## src/rtl/i2c_pkg.sv

```systemverilog
// Shared definitions for the I2C requester arbiter: FSM encoding,
// default sizing and a round-robin index helper.
package i2c_pkg;

  typedef enum logic [1:0] {
    ST_IDLE   = 2'd0,
    ST_LAUNCH = 2'd1,
    ST_XFER   = 2'd2,
    ST_DONE   = 2'd3
  } arb_state_t;

  localparam int DEFAULT_NUM_REQ        = 4;
  localparam int DEFAULT_LAUNCH_TIMEOUT = 255;
  localparam int DEFAULT_XFER_TIMEOUT   = 65535;

  // Requester index reached after stepping 'offset' places from 'base',
  // wrapping at 'num'.
  function automatic int rr_index(input int base, input int offset, input int num);
    return (base + offset) % num;
  endfunction

endpackage

```

## src/rtl/i2c_arbiter_rr_picker.sv

```systemverilog
// Combinational round-robin selector: scans the request vector starting
// at the pointer and returns the first set bit as one-hot plus index.
module rr_picker
  import i2c_pkg::*;
#(
  parameter  int NUM_REQ = DEFAULT_NUM_REQ,
  localparam int IDX_W   = $clog2(NUM_REQ)
) (
  input  logic [NUM_REQ-1:0] req,
  input  logic [IDX_W-1:0]   ptr,
  output logic [NUM_REQ-1:0] gnt_oh,
  output logic [IDX_W-1:0]   gnt_idx,
  output logic               gnt_vld
);

  // First eligible requester at or after the pointer wins.
  always_comb begin
    // NOTE: every output gets a default before the loop so no path leaves
    // it unassigned, which would otherwise infer a latch.
    gnt_oh  = '0;
    gnt_idx = '0;
    gnt_vld = 1'b0;
    for (int i = 0; i < NUM_REQ; i++) begin
      if (!gnt_vld && req[rr_index(int'(ptr), i, NUM_REQ)]) begin
        gnt_vld = 1'b1;
        gnt_oh[rr_index(int'(ptr), i, NUM_REQ)] = 1'b1;
        gnt_idx = IDX_W'(rr_index(int'(ptr), i, NUM_REQ));
      end
    end
  end

endmodule

```

## src/rtl/i2c_arbiter.sv

```systemverilog
// Shares one I2C byte controller among NUM_REQ requesters. A winner is
// picked round-robin, its command is latched and launched, and the owner
// gets a one-cycle done pulse (with error flag on timeout).
module i2c_arbiter
  import i2c_pkg::*;
#(
  parameter int NUM_REQ        = DEFAULT_NUM_REQ,
  parameter int LAUNCH_TIMEOUT = DEFAULT_LAUNCH_TIMEOUT,
  parameter int XFER_TIMEOUT   = DEFAULT_XFER_TIMEOUT
) (
  input  logic                 I_clk,
  input  logic                 I_reset,
  input  logic [NUM_REQ-1:0]   I_req,
  input  logic [NUM_REQ-1:0]   I_wr,
  input  logic [NUM_REQ-1:0]   I_rd,
  input  logic [8*NUM_REQ-1:0] I_wdata,
  output logic [NUM_REQ-1:0]   O_grant,
  output logic [NUM_REQ-1:0]   O_done,
  output logic                 O_err,
  output logic [7:0]           O_rdata,
  output logic                 O_m_start,
  output logic                 O_m_we,
  output logic                 O_m_re,
  output logic [7:0]           O_m_data,
  input  logic [7:0]           I_m_data,
  input  logic                 I_m_busy
);

  localparam int IDX_W = $clog2(NUM_REQ);
  localparam int CNT_W = $clog2(XFER_TIMEOUT + 1);

  arb_state_t         state_q, state_d;
  logic [CNT_W-1:0]   cnt_q;
  logic [IDX_W-1:0]   ptr_q;
  logic [IDX_W-1:0]   owner_q;
  logic               rd_q;
  logic               timeout_hit;

  logic [NUM_REQ-1:0] eligible;
  logic [NUM_REQ-1:0] pick_oh;
  logic [IDX_W-1:0]   pick_idx;
  logic               pick_vld;

  // A request only counts if it names a transfer type.
  assign eligible = I_req & (I_wr | I_rd);

  rr_picker #(.NUM_REQ(NUM_REQ)) u_picker (
    .req     (eligible),
    .ptr     (ptr_q),
    .gnt_oh  (pick_oh),
    .gnt_idx (pick_idx),
    .gnt_vld (pick_vld)
  );

  // Next-state decode, including launch and transfer timeouts.
  always_comb begin
    state_d     = state_q;
    timeout_hit = 1'b0;
    case (state_q)
      ST_IDLE: begin
        if (pick_vld) state_d = ST_LAUNCH;
      end
      ST_LAUNCH: begin
        if (I_m_busy) begin
          state_d = ST_XFER;
        end else if (cnt_q == CNT_W'(LAUNCH_TIMEOUT - 1)) begin
          state_d     = ST_DONE;
          timeout_hit = 1'b1;
        end
      end
      ST_XFER: begin
        if (!I_m_busy) begin
          state_d = ST_DONE;
        end else if (cnt_q == CNT_W'(XFER_TIMEOUT - 1)) begin
          state_d     = ST_DONE;
          timeout_hit = 1'b1;
        end
      end
      ST_DONE: state_d = ST_IDLE;
      default: state_d = ST_IDLE;
    endcase
  end

  // State register and timeout counter; the counter restarts on every
  // state change so each waiting phase is timed from its own entry.
  always_ff @(posedge I_clk) begin
    // NOTE: sequential state uses non-blocking assignments so all
    // registers update from the same pre-edge values.
    if (I_reset) begin
      state_q <= ST_IDLE;
      cnt_q   <= '0;
    end else begin
      state_q <= state_d;
      if (state_d != state_q)
        cnt_q <= '0;
      else if (state_q == ST_LAUNCH || state_q == ST_XFER)
        cnt_q <= cnt_q + 1'b1;
    end
  end

  // Registered outputs: latch the winner's command on launch, drop the
  // strobes once the controller responds, pulse done/err on completion.
  always_ff @(posedge I_clk) begin
    if (I_reset) begin
      O_grant   <= '0;
      O_done    <= '0;
      O_err     <= 1'b0;
      O_rdata   <= '0;
      O_m_start <= 1'b0;
      O_m_we    <= 1'b0;
      O_m_re    <= 1'b0;
      O_m_data  <= '0;
      ptr_q     <= '0;
      owner_q   <= '0;
      rd_q      <= 1'b0;
    end else begin
      O_done <= '0;
      O_err  <= 1'b0;
      case (state_q)
        ST_IDLE: begin
          if (pick_vld) begin
            O_grant   <= pick_oh;
            owner_q   <= pick_idx;
            O_m_data  <= I_wdata[8*int'(pick_idx) +: 8];
            O_m_we    <= I_wr[pick_idx];
            O_m_re    <= I_rd[pick_idx] & ~I_wr[pick_idx];
            rd_q      <= I_rd[pick_idx] & ~I_wr[pick_idx];
            O_m_start <= 1'b1;
          end
        end
        ST_LAUNCH, ST_XFER: begin
          if (state_d != state_q) begin
            O_m_start <= 1'b0;
            O_m_we    <= 1'b0;
            O_m_re    <= 1'b0;
          end
          if (state_d == ST_DONE) begin
            O_done <= O_grant;
            O_err  <= timeout_hit;
            if (rd_q && !timeout_hit) O_rdata <= I_m_data;
          end
        end
        ST_DONE: begin
          O_grant <= '0;
          if (int'(owner_q) == NUM_REQ - 1) ptr_q <= '0;
          else                              ptr_q <= owner_q + 1'b1;
        end
        default: ;
      endcase
    end
  end

endmodule
```

## config.mk

```make
export PLATFORM = sky130hd
export DESIGN_NAME = i2c_arbiter
export DESIGN_NICKNAME = d
export VERILOG_FILES = /design/src/rtl/i2c_pkg.sv /design/src/rtl/i2c_arbiter_rr_picker.sv /design/src/rtl/i2c_arbiter.sv
export SDC_FILE = /design/constraint.sdc
export NUM_CORES = 1
export LEC_CHECK = 0
export CELL_PAD_IN_SITES_DETAIL_PLACEMENT = 1
export CELL_PAD_IN_SITES_GLOBAL_PLACEMENT = 2
export CORE_MARGIN = 3
export CORE_UTILIZATION = 32
export CTS_CLUSTER_SIZE = 24
export DETAILED_ROUTE_END_ITERATION = 8
export GPL_TIMING_DRIVEN = 0
export PLACE_DENSITY_LB_ADDON = 0.3
export SLEW_MARGIN = 20
export SYNTH_ARGS = -nofsm -noshare
export SYNTH_HDL_FRONTEND = slang
export SYNTH_SLANG_ARGS = --single-unit
```

## constraint.sdc

```tcl
create_clock -name I_clk -period 6.1 [get_ports I_clk]
set_clock_uncertainty 0.05 [all_clocks]
set_input_delay 0.61 -clock I_clk [delete_from_list [all_inputs] [get_ports I_clk]]
set_output_delay 0.61 -clock I_clk [all_outputs]
set_load 0.005 [all_outputs]
```

---- Word-level counts from Yosys, hierarchy flattened ----
Cells that the tools add are included.
operators by class
  $lt $le $gt $ge ......................... 9
  eq/ne operators ......................... 10
  add/subtract/negate cells ............... 5
  $mul .................................... 0
  bitwise gates (word level) .............. 12
  reduce and logical (&&, ||, !) cells .... 26
  divide/modulo/power cells ............... 0
  shift-type cells ........................ 1
  muxes and demuxes ....................... 56
operator list
  operator                                                           count
  variable part select 32 x 6 -> 8 bit                               1
  two-way mux 1 bit                                                  25
  two-way mux 2 bit                                                  10
  two-way mux 4 bit                                                  5
  adder 16 x 1 -> 16 bit, second input constant                      1
  == test 16 bit, second input constant                              1
  == test 16 x 8 -> 1 bit, second input constant                     1
  bitwise OR 4 bit                                                   4
  binary-select mux 1 bit (select 2 bit)                             6
  < comparator 3 x 4 -> 1 bit, second input constant                 3
  OR reduction 2 bit                                                 5
  greater-or-equal comparator 3 x 1 -> 1 bit, second input constant  3
  demux 1 bit (select 2 bit)                                         4
  logical AND 1 bit                                                  8
  one-hot mux 1 bit (2 select lines)                                 4
  one-hot mux 2 bit (4 select lines)                                 1
  one-hot mux 4 bit (2 select lines)                                 1
  == test 2 bit, second input constant                               3
  < comparator 2 x 3 -> 1 bit, second input constant                 2
  AND reduction 3 bit                                                2
  adder 2 x 1 -> 2 bit, second input constant                        2
  adder 2 bit, second input constant                                 2
  AND 4 bit                                                          1
  == test 2 x 1 -> 1 bit, second input constant                      2
  12 further kinds                                                   22
word-level totals
  latch bits .............................. 0
  bits of input ports ..................... 55
  bits in read-only memories .............. 0
  word-level logic and storage cells ...... 132
  bits in writable memories ............... 0
  memories ................................ 0
  flip-flop bits (word level) ............. 51
  output and inout bits ................... 28

---- Depth between registers and ports, before layout ----
  word-level depth ........................ 20
  depth in mapped cells ................... 12

---- By module ----
Synthesis repeated with hierarchy kept, for this count alone.
second synthesis, totals
  cells, all modules ...................... 320
  area total of the unflattened synthesis .. 2955.3 um^2
modules (own cells, without submodules)
  module       seq. area each (um^2)  times used  cells an instance  area an instance (um^2)
  i2c_arbiter  1021.0                 1           275                2532.4
  rr_picker    0.0                    1           45                 422.9

---- Worst setup path after synthesis ----
No wires, ideal clock.
  path kind ............................... reg2reg
  from .................................... register ptr_q[0]
  to ...................................... register O_m_data[0]
  arrival ................................. 2.845 ns
  cell stages (with the launch flop) ...... 13
  setup slack ............................. 3.120 ns
  period minus slack after synthesis ...... 2.980 ns
  path buffers ............................ 3
  cell sequence ........................... dfxtp_1 buf_2 inv_1 ha_1 buf_2 o211ai_1 a221o_1 nand3_1 or4_4 and2_1 buf_6 mux2_4 o31ai_2
between the ends
  cells in the longest elaborated chain, start to end .. 13
  elaborated cells between the ends (all ways) .. 30
  classes of those cells .................. add/sub (3); shift (1); mux (19); reduce/logical (7)
RTL lines
  element                                                                         RTL line                                    RTL
  from (decl)                                                                     i2c_arbiter.sv:34                           logic [IDX_W-1:0] ptr_q;
  from (signal assigned)                                                          i2c_arbiter.sv:146                          else ptr_q <= owner_q + 1'b1;
  adder 2 x 1 -> 2 bit or binary-select mux 1 bit (select 2 bit) (tied branches)  i2c_pkg.sv:19, i2c_arbiter_rr_picker.sv:24
  binary-select mux 1 bit (select 2 bit) or two-way mux 1 bit (tied branches)     i2c_arbiter_rr_picker.sv:24                 if (!gnt_vld && req[rr_index(int'(ptr), i, NUM_REQ)]) begin
  two-way mux 1 bit (implied by the code)                                         i2c_arbiter_rr_picker.sv:24
  two-way mux 1 bit (implied by the code) or zero test 1 bit (tied branches)      i2c_arbiter_rr_picker.sv:24
  logical AND 1 bit                                                               i2c_arbiter_rr_picker.sv:24
  two-way mux 1 bit                                                               i2c_arbiter_rr_picker.sv:24
  zero test 1 bit                                                                 i2c_arbiter_rr_picker.sv:24
  logical AND 1 bit                                                               i2c_arbiter_rr_picker.sv:24
  two-way mux 1 bit                                                               i2c_arbiter_rr_picker.sv:24
  zero test 1 bit                                                                 i2c_arbiter_rr_picker.sv:24
  logical AND 1 bit                                                               i2c_arbiter_rr_picker.sv:24
  two-way mux 2 bit or two-way mux 1 bit (tied branches)                          i2c_arbiter_rr_picker.sv:24
  variable part select 32 x 6 -> 8 bit or AND reduction 2 bit (tied branches)     n/a
  to (signal assigned)                                                            i2c_arbiter.sv:124                          O_m_data <= I_wdata[8*int'(pick_idx) +: 8];
  to (decl)                                                                       i2c_arbiter.sv:24                           output logic [7:0] O_m_data,
Parallel ways exist; a longest one is shown, timed or not. The select of a mux whose other input is x is not followed.
A chain may end at the register's enable or synchronous reset.

---- Final worst setup path ----
  from .................................... register ptr_q[0]
  to ...................................... register O_m_data[7]
The elaborated chain is that of the path after synthesis.

==> flow_summary.yaml <==
worst_setup_path:
  worst-setup-path-type: "reg -> reg"
  path_delay_family: "simple AND/OR/NAND/NOR gates"
  crit_slowest_cell: "or4_4"
  crit_path_max_incr_delay_ps: 580
  cp-start-kind: "register"
  path_cells: "buf_2 -> inv_1 -> ha_1 -> buf_2 -> o211ai_1 -> a221o_1 -> nand3_1 -> or4_4 -> and2_1 -> buf_6 -> mux2_4 -> o31ai_2"
  path_buf_inv: 4
  cp_data_required_time_ps: 6270
  path_max_fanout: 10
  arrival_ps: 3600
  end_kind: "register"
  path_common_cell: "buf_2"
timing:
  setup_slack_ps: 2670
  timing.final.crit_share_pct: 56.2
  timing.final.crit_period_ps: 3430
  slew_viol_final: 0
  setup_viol: 0
  tightest_slew_ps: 668
  setup_tns_ps: 0
  grt_setup_unrepaired: "false"
  final_hold_viol_count: 0
  relSlewSlack_pct: 55.1
  fmax_mhz: 292
yosys:
  synthTopCellsByArea: "dfxtp_1 (31%), mux2i_1 (7.2%), ha_1 (6.4%)"
  ys_warn_count: 0
  synth.avg_cell_area_um2: 9.25
  synth_nets: 433
  synth_seq_cells: 51
  synth_top_area_cell: "dfxtp_1"
  netlist_area_um2: 3340
  synth_top_area_share_pct: 30.6
  synth_flop_cell: "dfxtp_1"
  netlist_instances: 361
  yosysSeqAreaShare_pct: 30.6
  synth_edf_count: 0
  async_flop_share_pct: 0
  ys_types: 66
floorplan:
  rows: 36
  core_area_um2: 9950
  die_y_um: 108
  die_area_um2: 11700
  io_pins: 83
  die_width_um: 108
  initial_utilization_pct: 33.5
drt:
  drc_errors: 0
  via_per_inst: 5.17
  vias: 3015
  drtIter0Drc: 117
  ant_nets: 0
  dr.pass1.iters: 4
  wl_per_cell_um: 15.9
  wl_um: 9290
clock_tree:
  postCtsResizedCells: 0
  postCtsSetupRepairBufs: 0
  clock_tree.root_cell: "clkbuf_8"
  ctsHoldBuffers: 0
  insertion_delay_ps: 300
  clock_path_buffers: 2
  htreeDepth: 2
  clk_pin_slew_ps: 90
  cts_tree: "yes"
  clock_sinks: 51
  numCtsBuffers: 5
finish:
  layout_commonest_cell: "clkdlybuf4s50_1"
  drive_gt1_share_pct: 13.1
  nets: 521
  n_fill_cell: 1178
  final_cell_mix: "clkdlybuf4s50_1 (81), dfxtp_1 (51), nor2_1 (36)"
  area_growth_pct: 32.3
  final_util_pct: 44.4
  antenna_cells: 0
placed_design:
  pre_cts_slack_ps: 2660
  gp_congestion: 0.858
  dp_hpwl_um: 7320
  io_buffer_count: 81
pwr:
  powerDensity_nw_per_um2: 187
  p_leak_nw: 1.67
  vdd_drop_max_uv: 102
grt:
  grt_max_degree: 15
  met3_usage_pct: 5.07
  grt_util_all_layers_pct: 16.2
  grtUsageMet2_pct: 27.7
  antenna_found_initial: 0
  grt_pass1_vias: 3148
  grt-ovfl-total: 0
  grt_busiest_layer: "met2"
  use_met1_pct: 20.6
  grt_pass1_wl_um: 15400
flow_run:
  maxCapViolCount: 0
worst_hold_path:
  hold_class: "reg -> reg"
status:
  outcome: "finished clean"
[layout make-up]
cell class / count / area [um2] / area share, %
multi-input cells: 280 / 2170 / 49.1
flip-flops and latches: 51 / 1020 / 23.1
repair buffers: 81 / 811 / 18.4
well taps: 133 / 166 / 3.77
plain buffers: 19 / 108 / 2.44
clock buffers: 8 / 100 / 2.27
inverters: 11 / 41.3 / 0.935
[stage by stage]
| step | instance area, um2 | instances | total power [mW] | hold WS, ps |
|---|---|---|---|---|
| final | 4420 | 583 | 0.828 | 436 |
| after floorplan | 3340 | 361 | 0.518 | 406 |
| after global routing | 4420 | 583 | 0.881 | 460 |
| after global placement | 4320 | 575 | 0.617 | 411 |
| after CTS | 4420 | 583 | 0.838 | 442 |
| after detailed placement | 4320 | 575 | 0.622 | 425 |
[cell usage after synthesis, types with 5 or more instances]
| library cell | n |
|---|---|
| nand4_1 | 6 |
| dfxtp_1 | 51 |
| buf_2 | 5 |
| clkbuf_1 | 9 |
| nand3b_1 | 9 |
| xnor2_1 | 8 |
| a21oi_1 | 16 |
| o21ai_0 | 13 |
| o31ai_2 | 8 |
| nand3_1 | 20 |
| mux2i_1 | 24 |
| xor2_1 | 7 |
| mux2_4 | 8 |
| nand2_1 | 15 |
| and2_1 | 6 |
| nor2_1 | 36 |
| inv_1 | 10 |
| ha_1 | 17 |
| o31ai_1 | 5 |
[path summary, 6_finish.rpt]
kind,start,endpoint,slack (ps),depth (start not counted)
setup reg to reg,ptr_q[0],O_m_data[7],2670,12
hold / removal,O_m_re,O_m_re,440,2
hold reg to reg,O_m_re,O_m_re,440,2
setup / recovery,ptr_q[0],O_m_data[7],2670,12
[metal layers]
metal / part of all wire, % / wire, um / vias up
met5: 0 / 0 / -
met3: 6.8 / 634 / 6
met2: 47 / 4400 / 69
met1: 45 / 4190 / 1436
li1: - / - / 1504
met4: 0.70 / 65 / 0
[cell families after synthesis]
kind of cell	share of synthesized area (%)
XOR/XNOR	3.93
multiplexers	13.2
buffers and inverters	4.46
adder cells (fa/ha/maj)	6.37
AO/OA/AOI/OAI	20.3
flip-flops	30.6
AND/OR/NAND/NOR	21.2
[worst register-to-register path, delay by kind of cell, from the launching register on]
| kind | cells | cell delay, ps |
|---|---|---|
| multiplexers | 1 | 320 |
| buffers and inverters | 4 | 790 |
| adder cells (fa/ha/maj) | 1 | 370 |
| flip-flops | 1 | 410 |
| AO/OA/AOI/OAI | 3 | 600 |
| AND/OR/NAND/NOR | 3 | 820 |
[where the power goes]
part / leakage [nW] / internal, mW / switching [mW] / total (mW)
clock network: 0.0515 / 0.104 / 0.111 / 0.215
registers: 0.414 / 0.350 / 0.0143 / 0.364
logic: 1.21 / 0.128 / 0.120 / 0.248
total: 1.67 / 0.582 / 0.246 / 0.828
[registers in the layout (all words and copies together) (netlist names)]
| signal | cells |
|---|---|
| O_done | 4 |
| O_err | 1 |
| O_grant | 4 |
| O_m_data | 8 |
| O_m_re | 1 |
| O_m_start | 1 |
| O_m_we | 1 |
| O_rdata | 8 |
| cnt_q | 16 |
| owner_q | 2 |
| ptr_q | 2 |
| rd_q | 1 |
| state_q | 2 |
Power figures use the tool's default switching activity.
